$ cat src/rtl/clk_trg_period_meas.sv
// -----------------------------------------------------------------------------
// clk_trg_period_meas
//
// Measures the spacing of a single-cycle trigger pulse train, for example the
// trigger output of an integer clock divider, in clk_i cycles. The result uses
// the divider-setting encoding: a trigger every N cycles reads back as N-1.
//
// Parameters:
//   CNT_WIDTH  - width of the period counter and of per_o
//   LOCK_CNT   - consecutive matching samples (after the first) for lock_o
//   LOCK_WIDTH - derived width of the lock counter, do not override
//
// Ports:
//   clk_i        in   system clock
//   rst_i        in   asynchronous active-high reset
//   en_i         in   measurement enable (level); low returns to IDLE
//   trg_i        in   trigger pulse, one cycle high per event
//   per_o        out  last measured period minus 1
//   per_valid_o  out  per_o holds an unconsumed sample
//   per_ready_i  in   consumer accepts per_o
//   lock_o       out  LOCK_CNT consecutive samples equal to their predecessor
//   drop_o       out  one-cycle pulse: an unconsumed sample was overwritten
//   ovf_o        out  sticky: counter saturated with no trigger
// -----------------------------------------------------------------------------
module clk_trg_period_meas #(
  parameter int CNT_WIDTH  = 32,
  parameter int LOCK_CNT   = 4,
  parameter int LOCK_WIDTH = $clog2(LOCK_CNT + 1)
) (
  input  logic                 clk_i,
  input  logic                 rst_i,
  input  logic                 en_i,
  input  logic                 trg_i,
  output logic [CNT_WIDTH-1:0] per_o,
  output logic                 per_valid_o,
  input  logic                 per_ready_i,
  output logic                 lock_o,
  output logic                 drop_o,
  output logic                 ovf_o
);

  typedef enum logic [1:0] {
    S_IDLE,
    S_ARM,
    S_MEAS
  } state_t;

  localparam logic [LOCK_WIDTH-1:0] LP_LOCK_MAX = LOCK_WIDTH'(LOCK_CNT);

  state_t                 r_state;
  state_t                 w_state_nxt;

  logic [CNT_WIDTH-1:0]   r_cnt;
  logic [CNT_WIDTH-1:0]   r_prev;
  logic [CNT_WIDTH-1:0]   r_per;
  logic [LOCK_WIDTH-1:0]  r_lock_cnt;
  logic [LOCK_WIDTH-1:0]  w_lock_cnt_nxt;
  logic                   r_valid;
  logic                   r_lock;
  logic                   r_drop;
  logic                   r_ovf;
  // Set when leaving ARM: the next capture has no predecessor to compare with.
  logic                   r_first;

  logic                   w_cnt_max;
  logic                   w_arm;
  logic                   w_capture;
  logic                   w_ovf_hit;

  assign w_cnt_max = &r_cnt;

  // ---------------------------------------------------------------------------
  // FSM: state register
  // ---------------------------------------------------------------------------
  // NOTE: sequential state is always written with non-blocking assignments so
  // every register samples the pre-edge values of the others.
  always_ff @(posedge clk_i or posedge rst_i) begin
    if (rst_i) begin
      r_state <= S_IDLE;
    end else begin
      r_state <= w_state_nxt;
    end
  end

  // ---------------------------------------------------------------------------
  // FSM: next-state logic
  // ---------------------------------------------------------------------------
  always_comb begin
    w_state_nxt = r_state;
    if (!en_i) begin
      w_state_nxt = S_IDLE;
    end else begin
      case (r_state)
        S_IDLE:  w_state_nxt = S_ARM;
        S_ARM:   if (trg_i) w_state_nxt = S_MEAS;
        S_MEAS:  if (!trg_i && w_cnt_max) w_state_nxt = S_ARM;
        default: w_state_nxt = S_IDLE;
      endcase
    end
  end

  // ---------------------------------------------------------------------------
  // FSM: output (strobe) logic
  // ---------------------------------------------------------------------------
  // NOTE: every strobe gets a default first so no latch is inferred.
  always_comb begin
    w_arm     = 1'b0;
    w_capture = 1'b0;
    w_ovf_hit = 1'b0;
    if (en_i) begin
      case (r_state)
        S_ARM:  w_arm = trg_i;
        S_MEAS: begin
          w_capture = trg_i;
          // A trigger coinciding with all-ones is a valid capture, not overflow.
          w_ovf_hit = !trg_i && w_cnt_max;
        end
        default: ;
      endcase
    end
  end

  // ---------------------------------------------------------------------------
  // Lock counter next value: evaluated only on captures with a predecessor,
  // saturating at LOCK_CNT; overflow discards the lock history.
  // ---------------------------------------------------------------------------
  always_comb begin
    w_lock_cnt_nxt = r_lock_cnt;
    if (w_capture && !r_first) begin
      if (r_cnt == r_prev) begin
        if (r_lock_cnt != LP_LOCK_MAX) begin
          w_lock_cnt_nxt = r_lock_cnt + LOCK_WIDTH'(1);
        end
      end else begin
        w_lock_cnt_nxt = '0;
      end
    end
    if (w_ovf_hit) begin
      w_lock_cnt_nxt = '0;
    end
  end

  // ---------------------------------------------------------------------------
  // Datapath: counter, sample register, handshake, lock, drop and overflow
  // ---------------------------------------------------------------------------
  always_ff @(posedge clk_i or posedge rst_i) begin
    if (rst_i) begin
      r_cnt      <= '0;
      r_prev     <= '0;
      r_per      <= '0;
      r_lock_cnt <= '0;
      r_valid    <= 1'b0;
      r_lock     <= 1'b0;
      r_drop     <= 1'b0;
      r_ovf      <= 1'b0;
      r_first    <= 1'b0;
    end else begin
      r_drop <= 1'b0;
      if (!en_i) begin
        // per_o keeps its last value so software can still read it back.
        r_cnt      <= '0;
        r_lock_cnt <= '0;
        r_valid    <= 1'b0;
        r_lock     <= 1'b0;
        r_ovf      <= 1'b0;
        r_first    <= 1'b0;
      end else begin
        if (w_arm) begin
          r_cnt   <= '0;
          r_first <= 1'b1;
        end else if (w_capture) begin
          r_per   <= r_cnt;
          r_prev  <= r_cnt;
          r_cnt   <= '0;
          r_first <= 1'b0;
          r_valid <= 1'b1;
          // Overwriting a sample the consumer has not taken this cycle.
          r_drop  <= r_valid && !per_ready_i;
        end else if (w_ovf_hit) begin
          r_ovf <= 1'b1;
          r_cnt <= '0;
        end else if (r_state == S_MEAS) begin
          r_cnt <= r_cnt + CNT_WIDTH'(1);
        end

        // A transfer empties the slot unless a capture refills it on this edge.
        if (!w_capture && r_valid && per_ready_i) begin
          r_valid <= 1'b0;
        end

        r_lock_cnt <= w_lock_cnt_nxt;
        r_lock     <= (w_lock_cnt_nxt == LP_LOCK_MAX);
      end
    end
  end

  assign per_o       = r_per;
  assign per_valid_o = r_valid;
  assign lock_o      = r_lock;
  assign drop_o      = r_drop;
  assign ovf_o       = r_ovf;

endmodule

$ cat config.mk
export PLATFORM = sky130hd
export DESIGN_NAME = clk_trg_period_meas
export DESIGN_NICKNAME = d
export VERILOG_FILES = /design/src/rtl/clk_trg_period_meas.sv
export SDC_FILE = /design/constraint.sdc
export NUM_CORES = 1
export LEC_CHECK = 0
export CORE_MARGIN = 10
export CORE_UTILIZATION = 55
export CTS_CLUSTER_SIZE = 24
export DETAILED_ROUTE_END_ITERATION = 7
export PLACE_DENSITY = 0.79
export SLEW_MARGIN = 10
export SYNTH_ARGS = -nofsm -noshare
export SYNTH_HDL_FRONTEND = slang
export SYNTH_SLANG_ARGS = --single-unit
$ cat constraint.sdc
create_clock -name clk_i -period 3.31 [get_ports clk_i]
set_input_delay 0.662 -clock clk_i [delete_from_list [all_inputs] [get_ports clk_i]]
set_output_delay 0.662 -clock clk_i [all_outputs]
set_load 0.005 [all_outputs]
### After elaboration in Yosys (flattened, before gate mapping)

Index checks and enable logic that the tools add are counted.

* output and inout bits: 36
* logic and storage cells: 76
* bits of input ports: 5
* flip-flop bits (word level): 74

* equal/unequal tests: 14
* mux-type cells: 35
* reductions and logical operators: 15
* bitwise logic cells: 1
* add/subtract/negate cells: 2

Operator list (number)
* 32-bit two-way mux: 5
* 32-bit by 1-bit adder with 32-bit output, second input constant: 1
* 32-bit == test: 1
* 32-bit AND reduction: 1
* 1-bit two-way mux: 21
* 3-bit two-way mux: 5
* 3-bit != test, second input constant: 3
* 2-bit two-way mux: 3
* 3-bit by 1-bit != test with 1-bit output, second input constant: 2
* 2-bit case mux with 3 select lines: 1
* 3-bit AND reduction: 2
* 1-bit logical AND: 5
* 5-bit by 1-bit != test with 1-bit output, second input constant: 1
* 1-bit logical NOT: 4
* 2-bit != test, second input constant: 2
* 2-bit AND reduction: 2
* 3-bit by 1-bit adder with 3-bit output, second input constant: 1
* 3-bit == test, second input constant: 1
* 3-bit by 2-bit != test with 1-bit output, second input constant: 1
* 2-bit by 1-bit == test with 1-bit output, second input constant: 1
* 2-bit == test, second input constant: 1
* 2-bit logical NOT: 1
* 2-bit by 1-bit != test with 1-bit output, second input constant: 1
* 1-bit inverter: 1

### Longest topological paths before layout

* depth after elaboration: 8
* gate-level depth with buffers: 7
* gate-level depth less buffers: 7

### Worst setup path after synthesis

Ideal clock, no wire load.

* path type: input to register
* from: input trg_i
* to: register r_cnt[2]
* setup slack: 1.385 ns
* setup time: 0.119 ns
* stages on the path: 6
* path buffers: 1
* data required time: 3.191 ns
* arrival time: 1.806 ns
* path through: nand4b_1 > nor4_1 > nand3_1 > o221ai_2 > buf_4 > nor2_1

* cells in the longest elaborated chain, start to end: 8
* elaborated cells on any way between the ends: 13
* classes of those cells: eq/ne: 1; mux: 10; reduce/logical: 2

RTL lines
* from (decl): RTL line 33 `input logic trg_i,`
* 1-bit logical NOT: RTL line 116 `w_ovf_hit = !trg_i && w_cnt_max;`
* 1-bit logical AND: RTL line 116
* 1-bit two-way mux: RTL line 111 `case (r_state)`
* 1-bit two-way mux: RTL line 110 `if (en_i) begin`
* 32-bit two-way mux: RTL line 179 `end else if (w_ovf_hit) begin`
* 32-bit two-way mux: RTL line 171 `end else if (w_capture) begin`
* 32-bit two-way mux: RTL line 168 `if (w_arm) begin`
* 32-bit two-way mux: RTL line 159 `if (!en_i) begin`
* to (signal assigned): RTL line 183 `r_cnt <= r_cnt + CNT_WIDTH'(1);`
* to (decl): RTL line 53 `logic [CNT_WIDTH-1:0] r_cnt;`

Parallel ways exist; a longest one is shown, timed or not.
A chain may end at the register's enable or synchronous reset.

### Worst setup path in the final report

* from: input trg_i
* to: register r_cnt[6]

The elaborated chain is that of the path after synthesis.

==> metrics.csv <==
metric,value,unit
outcome,"finished, final reports clean",
final_area,4557,µm²
cts_root_buffer,clkbuf_8,
synth.most_common_cell,dfrtp_1,
via_per_inst,5.628,
maxCapViolCount,0,
path_max_fanout,25,
tightest_slew,0.5568,ns
clock_latency,0.36,ns
slowest_delay,0.55,ns
final-setup-viol-count,0,
seqCellArea,1852,µm²
rsz0062_at_grt,no,
synthDistinctLibCells,45,
cp_data_required_time,3.55,ns
drtPass1Iterations,4,
synth.net_count,367,
critPathSlowestCell,clkdlybuf4s50_1,
drtIter0Drc,145,
die_area,10740,µm²
cts_resized,0,
crit_chain,clkdlybuf4s50_1 > nand4b_1 > nor4_1 > nand3_1 > o221ai_2 > buf_4 > nor2_1,
crit_cells,7,
dp_hpwl,6.092,mm
grt_pass1_wl,13.94,mm
drtAntennaViolNets,0,
num_io_pins,41,
synth_edf_count,0,
path_clk_slew,0.07,ns
synth_area_per_cell,10.71,µm²
hold_viol,0,
fp.dieH,103.6,µm
vias,2797,
max_clock_freq,418.1,MHz
holdPathStages,2,
htreeDepth,3,
cts_tree,done,
setup_slack,0.9184,ns
nets,404,
synth_area_leader_cell,dfrtp_1,
reg2regPathDepth,6,
relSlewSlack,0.6260,
cts_buffers,9,
synth_area_leaders,"dfrtp_1 (48%), mux2_2 (9.4%), xnor2_1 (8.0%)",
grt_pass1_vias,2843,
p_leak,0.001988,µW
grt.busiest_layer,met2,
grt_use_met1,0.1939,
total_power,1813,µW
period_minus_slack,2.392,ns
core,6794,µm²
diodes,0,
crit_family,simple AND/OR/NAND/NOR gates,
start_util,0.5659,
ys_ff_latch,74,
grtUsageMet2,0.2536,
layout-drive-gt1-share,0.1596,
synthCells,359,
grt_use_total,0.1564,
multi_input_area,1864,µm²
tns,0,ns
crit_type,in2reg,
postPlaceCellArea,4319,µm²
post_drt_wl_per_cell,17.11,µm
met3_usage,0.03841,
irDropWorstVdd,0.2573,mV
skew,0.004859,ns
overflow,0,
post_cts.repair.setup_buffers,0,
arrival,2.63,ns
drt-total-wl,8.504,mm
critPathLaunchType,primary input,
nFillCells,523,
path_buf_inv,2,
hp-class,reg2reg,
synthFlopType,dfrtp_1,
dieWidth,103.6,µm
slew_violations,0,
io_buffer_count,40,
netlist_area,3845,µm²
grt_start_max_net_pins,35,
synth.top_cells.by_count,"dfrtp_1 (74), nor2_1 (35), xnor2_1 (35)",
antenna_found_initial,0,
clockBufferDepth,2,
place.gp.congestion,0.8567,
cts_sinks,74,
worstSetupEndpointType,flip-flop,
power_density,397.9,nW/µm²
cts_hold_buf,0,
rows,30,
route.detailed.drc,0,
yosysWarnings,0,
area_growth,18.52,%
pre_cts_ws,0.5951,ns
period_share,0.7225,
seq_area_frac_synth,0.4816,
async_flop_share,1.000,
synth_top_area_frac,0.4816,
==> power by group <==
group	total, µW	internal (µW)	switching, µW
clock network	820	485	335
logic	75.7	26.5	49.2
registers	918	909	8.85
total	1810	1420	393
==> flip-flops by register name, indices dropped and copies added, names as in the netlist <==
register and cells:
drop_o 1, lock_o 1, ovf_o 1, per_o 32
per_valid_o 1, r_cnt 32, r_first 1, r_lock_cnt 3
r_state 2
==> cell type report <==
type | count | share of cell area
flip-flops and latches | 74 | 0.4064
multi-input cells | 257 | 0.4091
clock buffers | 12 | 0.03624
repair buffers | 48 | 0.1010
clock inverters | 4 | 0.01593
inverters | 6 | 0.004942
well taps | 96 | 0.02636
==> per-stage QoR <==
| stage | std cells | utilization | hold WS, ns |
|---|---|---|---|
| 2_1_floorplan | 359 | - | 0.4628 |
| 3_3_place_gp | 481 | 0.6357 | 0.4633 |
| 3_5_place_dp | 481 | 0.6357 | 0.4595 |
| 4_1_cts | 497 | 0.6707 | 0.4881 |
| 5_1_grt | 497 | 0.6707 | 0.5320 |
| 6_report | 497 | 0.6707 | 0.4828 |
==> routing by layer <==
metal / up-vias / routed length [µm]
met1: 1402 / 3727
li1: 1326 / -
met5: - / 0
met2: 61 / 4161
met3: 8 / 533
met4: 0 / 82
==> kinds of logic after synthesis <==
group	synth area share
AOI/OAI and AO/OA	0.04068
DFF	0.4816
and+or+nand+nor	0.2037
adders and majority gates	0.009763
xor gates and xnor gates	0.1344
muxes	0.09632
buffers and inverters	0.03351
==> worst paths after layout <==
| kind | startpoint | to | slack [ns] |
|---|---|---|---|
| min in group asynchronous | rst_i | per_o[13] | 0.66 |
| max reg2reg | r_cnt[2] | r_cnt[6] | 1.14 |
| max in group asynchronous | rst_i | per_o[23] | 1.93 |
| min reg2reg | ovf_o | ovf_o | 0.48 |
| max | trg_i | r_cnt[6] | 0.92 |
| min | ovf_o | ovf_o | 0.48 |
==> tightest hold or removal path, stage by stage, from the launching register on <==
cell and delay [ns]:
dfrtp_1 0.35, nand2_1 0.05, nand2_1 0.05
==> cell usage in the layout (no fill, tap or decap), types with 2 or more instances in the layout <==
cell type / instances
dfrtp_1: 74
clkdlybuf4s50_1: 40
nor2_1: 35
xnor2_1: 35
mux2_2: 32
nand4_1: 26
xor2_1: 24
nand2_1: 23
nand3_1: 20
clkbuf_8: 12
buf_4: 8
o21ai_0: 7
and3_1: 6
inv_1: 5
a21oi_1: 4
nor4_1: 4
nand2b_1: 4
nand4b_1: 3
ha_1: 3
and2_1: 2
nand3b_1: 2
a21boi_0: 2
or4_1: 2
nor3b_1: 2
a31oi_1: 2
and4_1: 2
bufinv_16: 2
No activity file was read; power rests on OpenSTA's default activity.
